File: src/rtl/riscv_pkg.sv
// ============================================================================
// riscv_pkg : load Funct3 encodings and MEM/WB skid-buffer state encoding
// Revision  : 1.0
// ============================================================================
`default_nettype none

package riscv_pkg;

  localparam logic [2:0] F3_LB  = 3'b000;
  localparam logic [2:0] F3_LH  = 3'b001;
  localparam logic [2:0] F3_LW  = 3'b010;
  localparam logic [2:0] F3_LBU = 3'b100;
  localparam logic [2:0] F3_LHU = 3'b101;

  typedef enum logic [1:0] {
    EMPTY = 2'd0,
    ONE   = 2'd1,
    FULL  = 2'd2
  } state_e;

endpackage

`default_nettype wire

File: src/rtl/mem_wb_stage_load_align.sv
// ============================================================================
// load_align : byte/half/word lane extraction and extension for loads
// Macro      : MEM_WB_MISALIGN_TRAP_EN enables the misalign flag (else tied 0)
// Revision   : 1.0
// ============================================================================
`default_nettype none

module load_align
  import riscv_pkg::*;
#(
  parameter int DATA_W = 32
) (
  input  logic [2:0]        Funct3,
  input  logic [1:0]        addr_lo,
  input  logic [DATA_W-1:0] mem_rdata,
  output logic [DATA_W-1:0] data,
  output logic              misalign
);

  logic [DATA_W-1:0] lane_w;
  logic [7:0]        byte_w;
  logic [15:0]       half_w;

  assign lane_w = mem_rdata >> {addr_lo, 3'b000};
  assign byte_w = lane_w[7:0];
  assign half_w = addr_lo[1] ? mem_rdata[31:16] : mem_rdata[15:0];

  always_comb begin
    data = mem_rdata;
    case (Funct3)
      F3_LB:   data = {{(DATA_W-8){byte_w[7]}}, byte_w};
      F3_LH:   data = {{(DATA_W-16){half_w[15]}}, half_w};
      F3_LBU:  data = {{(DATA_W-8){1'b0}}, byte_w};
      F3_LHU:  data = {{(DATA_W-16){1'b0}}, half_w};
      default: data = mem_rdata;
    endcase
  end

`ifdef MEM_WB_MISALIGN_TRAP_EN
  assign misalign = (((Funct3 == F3_LH) || (Funct3 == F3_LHU)) && addr_lo[0]) ||
                    ((Funct3 == F3_LW) && (addr_lo != 2'b00));
`else
  assign misalign = 1'b0;
`endif

endmodule

`default_nettype wire

File: src/rtl/mem_wb_stage.sv
// ============================================================================
// mem_wb_stage : MEM->WB register with load alignment and 2-entry skid buffer
// Macro        : MEM_WB_MISALIGN_TRAP_EN flags/suppresses misaligned loads
// Revision     : 1.0
// ============================================================================
`default_nettype none

module mem_wb_stage
  import riscv_pkg::*;
#(
  parameter int DATA_W     = 32,
  parameter int DM_ADDRESS = 9
) (
  input  logic              clk,
  input  logic              rst_n,
  input  logic              in_valid,
  output logic              in_ready,
  input  logic              flush,
  input  logic              MemRead,
  input  logic              RegWrite,
  input  logic [2:0]        Funct3,
  input  logic [1:0]        addr_lo,
  input  logic [DATA_W-1:0] alu_result,
  input  logic [DATA_W-1:0] mem_rdata,
  input  logic [4:0]        rd_addr,
  output logic              out_valid,
  input  logic              out_ready,
  output logic [DATA_W-1:0] wb_data,
  output logic [4:0]        wb_rd,
  output logic              wb_RegWrite,
  output logic              misalign
);

  if ((DM_ADDRESS < 2) || (DATA_W < 32)) begin : g_param_check
    $error("mem_wb_stage: DM_ADDRESS must be >= 2 and DATA_W >= 32");
  end

  state_e            state_q, state_d;
  logic              in_ready_q;
  logic [DATA_W-1:0] out_data_q, skid_data_q;
  logic [4:0]        out_rd_q, skid_rd_q;
  logic              out_we_q, skid_we_q;
  logic              out_mis_q, skid_mis_q;

  logic [DATA_W-1:0] la_data;
  logic              la_mis;
  logic [DATA_W-1:0] new_data;
  logic              new_mis, new_we;
  logic              accept, emit;
  logic              ld_out_new, ld_out_skid, ld_skid;

  load_align #(.DATA_W(DATA_W)) u_load_align (
    .Funct3    (Funct3),
    .addr_lo   (addr_lo),
    .mem_rdata (mem_rdata),
    .data      (la_data),
    .misalign  (la_mis)
  );

  // Payload is resolved at acceptance so skid entries never need realignment.
  assign new_data = MemRead ? la_data : alu_result;
  assign new_mis  = MemRead & la_mis;
  assign new_we   = RegWrite && (rd_addr != 5'd0) && !new_mis;

  assign out_valid = (state_q != EMPTY);
  assign accept    = in_valid && in_ready_q;
  assign emit      = out_valid && out_ready;

  always_comb begin
    state_d     = state_q;
    ld_out_new  = 1'b0;
    ld_out_skid = 1'b0;
    ld_skid     = 1'b0;
    if (flush) begin
      state_d = EMPTY;
    end else begin
      case (state_q)
        EMPTY: begin
          if (accept) begin
            state_d    = ONE;
            ld_out_new = 1'b1;
          end
        end
        ONE: begin
          if (accept && !emit) begin
            state_d = FULL;
            ld_skid = 1'b1;
          end else if (accept && emit) begin
            ld_out_new = 1'b1;
          end else if (emit) begin
            state_d = EMPTY;
          end
        end
        FULL: begin
          if (emit) begin
            state_d     = ONE;
            ld_out_skid = 1'b1;
          end
        end
        default: state_d = EMPTY;
      endcase
    end
  end

  always_ff @(posedge clk or negedge rst_n) begin
    if (!rst_n) begin
      state_q     <= EMPTY;
      in_ready_q  <= 1'b1;
      out_data_q  <= '0;
      out_rd_q    <= '0;
      out_we_q    <= 1'b0;
      out_mis_q   <= 1'b0;
      skid_data_q <= '0;
      skid_rd_q   <= '0;
      skid_we_q   <= 1'b0;
      skid_mis_q  <= 1'b0;
    end else begin
      state_q    <= state_d;
      in_ready_q <= (state_d != FULL);
      if (ld_out_new) begin
        out_data_q <= new_data;
        out_rd_q   <= rd_addr;
        out_we_q   <= new_we;
        out_mis_q  <= new_mis;
      end else if (ld_out_skid) begin
        out_data_q <= skid_data_q;
        out_rd_q   <= skid_rd_q;
        out_we_q   <= skid_we_q;
        out_mis_q  <= skid_mis_q;
      end
      if (ld_skid) begin
        skid_data_q <= new_data;
        skid_rd_q   <= rd_addr;
        skid_we_q   <= new_we;
        skid_mis_q  <= new_mis;
      end
    end
  end

  assign in_ready    = in_ready_q;
  assign wb_data     = out_data_q;
  assign wb_rd       = out_rd_q;
  assign wb_RegWrite = out_we_q;
  assign misalign    = out_mis_q;

endmodule

`default_nettype wire

File: config.mk
export PLATFORM = sky130hd
export DESIGN_NAME = mem_wb_stage
export DESIGN_NICKNAME = d
export VERILOG_FILES = /design/src/rtl/riscv_pkg.sv /design/src/rtl/mem_wb_stage_load_align.sv /design/src/rtl/mem_wb_stage.sv
export SDC_FILE = /design/constraint.sdc
export NUM_CORES = 1
export LEC_CHECK = 0
export ABC_AREA = 1
export BUFFER_PORTS_ARGS = -buffer_cell sky130_fd_sc_hd__buf_4
export CAP_MARGIN = 5
export CORE_MARGIN = 2
export CORE_UTILIZATION = 53
export DETAILED_ROUTE_END_ITERATION = 10
export GPL_TIMING_DRIVEN = 0
export PLACE_DENSITY = 0.8
export SLEW_MARGIN = 15
export SYNTH_ARGS = -nofsm -noshare
export SYNTH_HDL_FRONTEND = slang
export SYNTH_SLANG_ARGS = --single-unit
export TNS_END_PERCENT = 20
File: constraint.sdc
create_clock -name clk -period 1.7 [get_ports clk]
set_clock_uncertainty 0.05 [all_clocks]
set_input_delay 0.085 -clock clk [delete_from_list [all_inputs] [get_ports clk]]
set_output_delay 0.085 -clock clk [all_outputs]
set_load 0.1 [all_outputs]
# [Word-level counts from Yosys, hierarchy flattened]
# Index checks and enable logic that the tools add are counted.
[classes] n_reduce_logical=11 n_shift=1 n_mux=29 eq_ne=6
[ops] op="$pmux W32 S4" n=1
[ops] op="$mux W32" n=3
[ops] op="$shr A32 B5 Y8" n=1
[ops] op="$mux W16" n=1
[ops] op="$mux W1" n=14
[ops] op="$mux W2" n=6
[ops] op="$mux W5" n=2
[ops] op="$eq A3 B3 Y1 const B" n=2
[ops] op="$pmux W2 S3" n=1
[ops] op="$logic_and A1 B1 Y1" n=5
[ops] op="$reduce_bool A5 Y1" n=1
[ops] op="$reduce_bool A2 Y1" n=2
[ops] op="$eq A3 B1 Y1 const B" n=1
[ops] op="$logic_not A3 Y1" n=1
[ops] op="$eq A2 B1 Y1 const B" n=1
[ops] op="$eq A2 B2 Y1 const B" n=1
[ops] op="$logic_not A2 Y1" n=1
[ops] op="$ne A2 B2 Y1 const B" n=1
[ops] op="$pmux W1 S2" n=1
[ops] op="$logic_not A1 Y1" n=1
[totals] regBits=80 inputBits=81 output_inout_bits=41 word_cells=56

# [Longest topological paths before layout]
[logic_depth] ltp_word=8 ltp_mapped=11 ltp_nobuf=10

# [Cells and area by module]
# A second synthesis with hierarchy kept.
[unflattened] hier_cells=718 area_unflattened_um2=5087.4
[by_module_without_submodules] module="mem_wb_stage" cells_each=520 instances=1 area_each_um2=4061.4
[by_module_without_submodules] module="load_align" cells_each=198 instances=1 area_each_um2=1026.0

# [Least setup slack after synthesis]
# Ideal clock, no wire load.
[synth_timing] kind="reg-to-reg" startpoint="reg in_ready_q, in the netlist in_ready" endpoint="reg out_data_q[20], in the netlist wb_data[20]" arrival_ns=1.804 path_stages_with_launch=10 required_ns=1.530 slack_ns=-0.274 path_buffers=2 period_less_slack_ns=1.974 cell_sequence="dfstp_2 > nand4_4 > nor2_8 > inv_4 > nand2_4 > inv_2 > buf_6 > buf_6 > nand2_1 > nand2_1"
[synth_via] elab_chain_cells=7
[synth_rtl] element="start: declaration" line="mem_wb_stage.sv:39" text="logic in_ready_q;"
[synth_rtl] element="start signal: assignment" line="mem_wb_stage.sv:119" text="in_ready_q <= (state_d != FULL);"
[synth_rtl] element="$logic_and A1 B1 Y1 *" line="mem_wb_stage.sv:66" text="assign accept = in_valid && in_ready_q;"
[synth_rtl] element="$logic_and A1 B1 Y1" line="mem_wb_stage.sv:88" text="end else if (accept && emit) begin"
[synth_rtl] element="$mux W1" line="mem_wb_stage.sv:88"
[synth_rtl] element="$mux W1" line="mem_wb_stage.sv:85" text="if (accept && !emit) begin"
[synth_rtl] element="$pmux W1 S2 *" line="mem_wb_stage.sv:77" text="case (state_q)"
[synth_rtl] element="$mux W1 *" line="mem_wb_stage.sv:74" text="if (flush) begin"
[synth_rtl] element="$mux W32 or $reduce_bool A2 Y1 (tied branches)"
[synth_rtl] element="end signal: assignment" line="mem_wb_stage.sv:121" text="out_data_q <= new_data;"
[synth_rtl] element="end signal: assignment" line="mem_wb_stage.sv:126" text="out_data_q <= skid_data_q;"
[synth_rtl] element="end: declaration" line="mem_wb_stage.sv:40" text="logic [DATA_W-1:0] out_data_q, skid_data_q;"
# Every way passes the cells marked *; elsewhere a longest branch is shown, timed or not.
# A chain may end at the register's enable or synchronous reset.

# [Worst setup path after layout]
[layout_timing] startpoint="reg in_ready_q, in the netlist in_ready" endpoint="reg skid_data_q[11]"
[layout_via] elab_chain_cells=5
[layout_rtl] element="$logic_and A1 B1 Y1" line="mem_wb_stage.sv:66"
[layout_rtl] element="$logic_and A1 B1 Y1" line="mem_wb_stage.sv:85"
[layout_rtl] element="$mux W1" line="mem_wb_stage.sv:85"
[layout_rtl] element="$mux W1" line="mem_wb_stage.sv:77"
[layout_rtl] element="$mux W1" line="mem_wb_stage.sv:74"
[layout_rtl] element="end signal: assignment" line="mem_wb_stage.sv:132" text="skid_data_q <= new_data;"
[layout_rtl] element="end: declaration" line="mem_wb_stage.sv:40"
# No other way between the ends.

==> results.md <==
- Antenna-violating nets left: 0
- Post-synth EDFFs: 0
- Pin count of the biggest net entering global routing: 80
- Placed insts: ~870
- Iter 0 DRT Violations: 418
- Hold WC Path Type: primary input to flop
- Status: complete, no violations
- Overall Global Routing Usage: between 30% and 40%
- Pre-CTS WS: -0.0717 ns
- Die Ht: roughly 97 um
- Maximum vdd drop: 1.05 mV
- # H-tree levels: 3
- Routed WL: roughly 16 mm
- Worst path max stage delay: roughly 0.64 ns
- Largest cells by area after synthesis: dfrtp_1 (43%), nand2_1 (21%), nand3_1 (5.5%), a21oi_1 (4.6%), o21ai_0 (4.6%)
- CP delay by family, top: flip-flops
- Clk root buf: clkbuf_8
- Non-Filler Instances: 903
- Cells after Synth: roughly 640
- Hold path startpoint: alu_result[22]
- Syn nets: 725
- Comb pwr share: 43.1%
- Site row count: 33
- Ys flop type: dfrtp_1
- RSZ-0062 raised after global routing: yes
- Die area: 9400 um2
- Clk pwr share: 21.1%
- Vias per cell: 5.59
- Wire length per cell: 17.4 um
- Core ar.: 8300 um2
- Critical path class: flop to flop
- Critical path buffers and inverters: 2
- Leak: 0.00321 uW
- Port Buffers: 118
- Drt pass-1 iters: 5
- Required time worst endpoint: about 1.9 ns
- Clk sinks: 79
- Yosys cell types: 33
- Met1 Use GR: 42.1%
- Hold WS: 0.0202 ns
- Commonest non-fill, non-tap cell in the layout: nand2_1
- CTS Buffer Depth: 2
- Max_slew headroom: 32.2%
- Grt met2 use: 55.3%
- Most frequent cells in the layout: nand2_1 (255), buf_4 (135), dfrtp_1 (78)
- R2r setup slk: approximately 0.022 ns
- Most used routing layer: met2
- Initial Utilization: a little under three fifths
- CTS tree: done
- Setup TNS Final: 0 ns
- Area Growth Syn to Fin: 32.8%
- Final Max Slew Viols: 0
- Clock latency on the worst-skew pair: 0.36 ns
- Critical path peak fanout: 10
- Hpwl dp: approximately 11 mm
- Switching Share: 46.7%
- Number of max-cap violations: 0
- Critical register-to-register path startpoint: in_ready
- Number of global-route vias before repair: 4,937
- Fin nets: 874
- Synth top area share: 42.6%
- Total number of vias: 5,047
- CTS Buf Count: 9
- Clk slew on worst S/H paths: about 0.1 ns
- Chip Width: 97.0 um
- Placer congestion estimate: 0.961
- Final Total Pwr: about 7200 uW
- Peak Freq: 596 MHz
- P_int: 3840 uW
- Yosys top cell by area: dfrtp_1
- Share of power burned in registers: 35.8%
- Worst-path cell chain: nand4_4, nor2_4, inv_2, buf_2, o21ai_0
- Met3 GRT Util: 5.27%
- Initial antenna violation count: 0
- Share of flip-flops with an asynchronous set or reset: between 90% and 100%
- Psw: approximately 3400 uW
- Startpoint types: flop
- Mapped Area: 4580 um2
- Worst setup EP type: flop
- CP max stage cell: dfstp_4
- Hold Vio Cnt, Final: 0
- Crit path DAT: 1.90 ns
- # diodes: 0
- DRC viols: 0
- GR Overflow Total: 0
- Synthesized flop and latch total: 79
- Layout cells sized above 1: 26.6%
- Global-route wire length before repair: 24.4 mm
- Post-synthesis sequential area ratio: between 40 and 50%
- Final Setup Violations: 0
- Fin crit share: a little over nine tenths
- Setup ws final: approximately 0.022 ns
- I/O Pins: 122
- Warnings, synthesis: 0
- Least-Margin Pin Slew: between 1 and 1.5 ns
- Mean Syn Cell Area: 7.11 um2
- Min Clock Period, post-route: 1.68 ns
- Power Density: 1180 nW/um2
- Crit. Startpoint: in_ready
[state kept, by name, indices dropped and copies added (netlist names)]
signal / cells
skid_data_q: 32
wb_data: 32
skid_rd_q: 5
wb_rd: 5
state_q: 2
in_ready: 1
skid_we_q: 1
wb_RegWrite: 1
[path summary, 6_finish.rpt]
| check | to | depth (start not counted) |
|---|---|---|
| max in group asynchronous | wb_data[1] | 2 |
| worst max-delay path | skid_data_q[11] | 5 |
| worst min register to register | wb_rd[1] | 2 |
| min in group asynchronous | wb_data[4] | 2 |
| worst min-delay path | skid_data_q[22] | 4 |
| worst max register to register | skid_data_q[11] | 5 |
[power by group through the flow]
stage               clock, uW  sequential, uW  combinational, uW
floorplan                   0            3960                800
global placement            0            2570               2940
CTS                      1510            2570               3030
detailed placement          0            2600               2990
global route             1620            2620               3270
finish                   1520            2580               3100
[cells in the mapped netlist (2+ instances only)]
library cell / count
buf_1: 2
buf_6: 3
nand4_1: 5
o21ai_1: 8
buf_4: 6
nand3_1: 50
dfrtp_1: 78
o21ai_0: 42
nor2_4: 3
o21bai_1: 9
nand2_2: 2
inv_1: 39
o211ai_1: 7
a21oi_1: 42
nand2_1: 255
clkbuf_1: 12
a22oi_1: 5
nor2_1: 21
inv_2: 7
buf_2: 14
o21a_1: 6
or2_2: 17
[through the flow]
step	cell area, um2	utilization [%]
6_report	6080	73.3
5_1_grt	6080	73.3
4_1_cts	5950	71.7
3_5_place_dp	5600	67.5
3_3_place_gp	5600	67.5
2_1_floorplan	4580	-
[logic make-up after synthesis]
kind of cell	after synthesis	share of synthesized area [%]
other	1	0.0819
AO/OA/AOI/OAI	122	14.9
flip-flops	79	43.2
buffers and inverters	85	8.41
AND/OR/NAND/NOR	357	33.4
[per-layer routing]
layer  vias up  wire length, um
met5         -                0
met3        37             1300
met2       290             7750
li1       2369                -
met1      2351             6290
met4         0              386
[worst register-to-register path, delay by kind of cell, from the launching register on]
kind / cells / cell delay (ns)
flops: 1 / 0.64
simple gates: 2 / 0.36
buf+inv: 2 / 0.33
compound gates: 1 / 0.22
[layout make-up]
class | instances | area, um2
multi-input cells | 480 | 2230
plain buffers | 36 | 235
inverters | 48 | 191
flip-flops and latches | 79 | 1980
well taps | 105 | 131
fillers | 643 | 2210
repair buffers | 139 | 1100
clock buffers | 9 | 124
clock inverters | 7 | 85.1
[timing repair]
item                       CTS  global route
hold buffers                10             0
gates cloned                 0             2
setup endpoints to repair   34            38
hold endpoints to repair    92             0
buffers inserted             4             5
pin swaps                    1             4
resized for setup            9            21
Power figures use the tool's default switching activity.
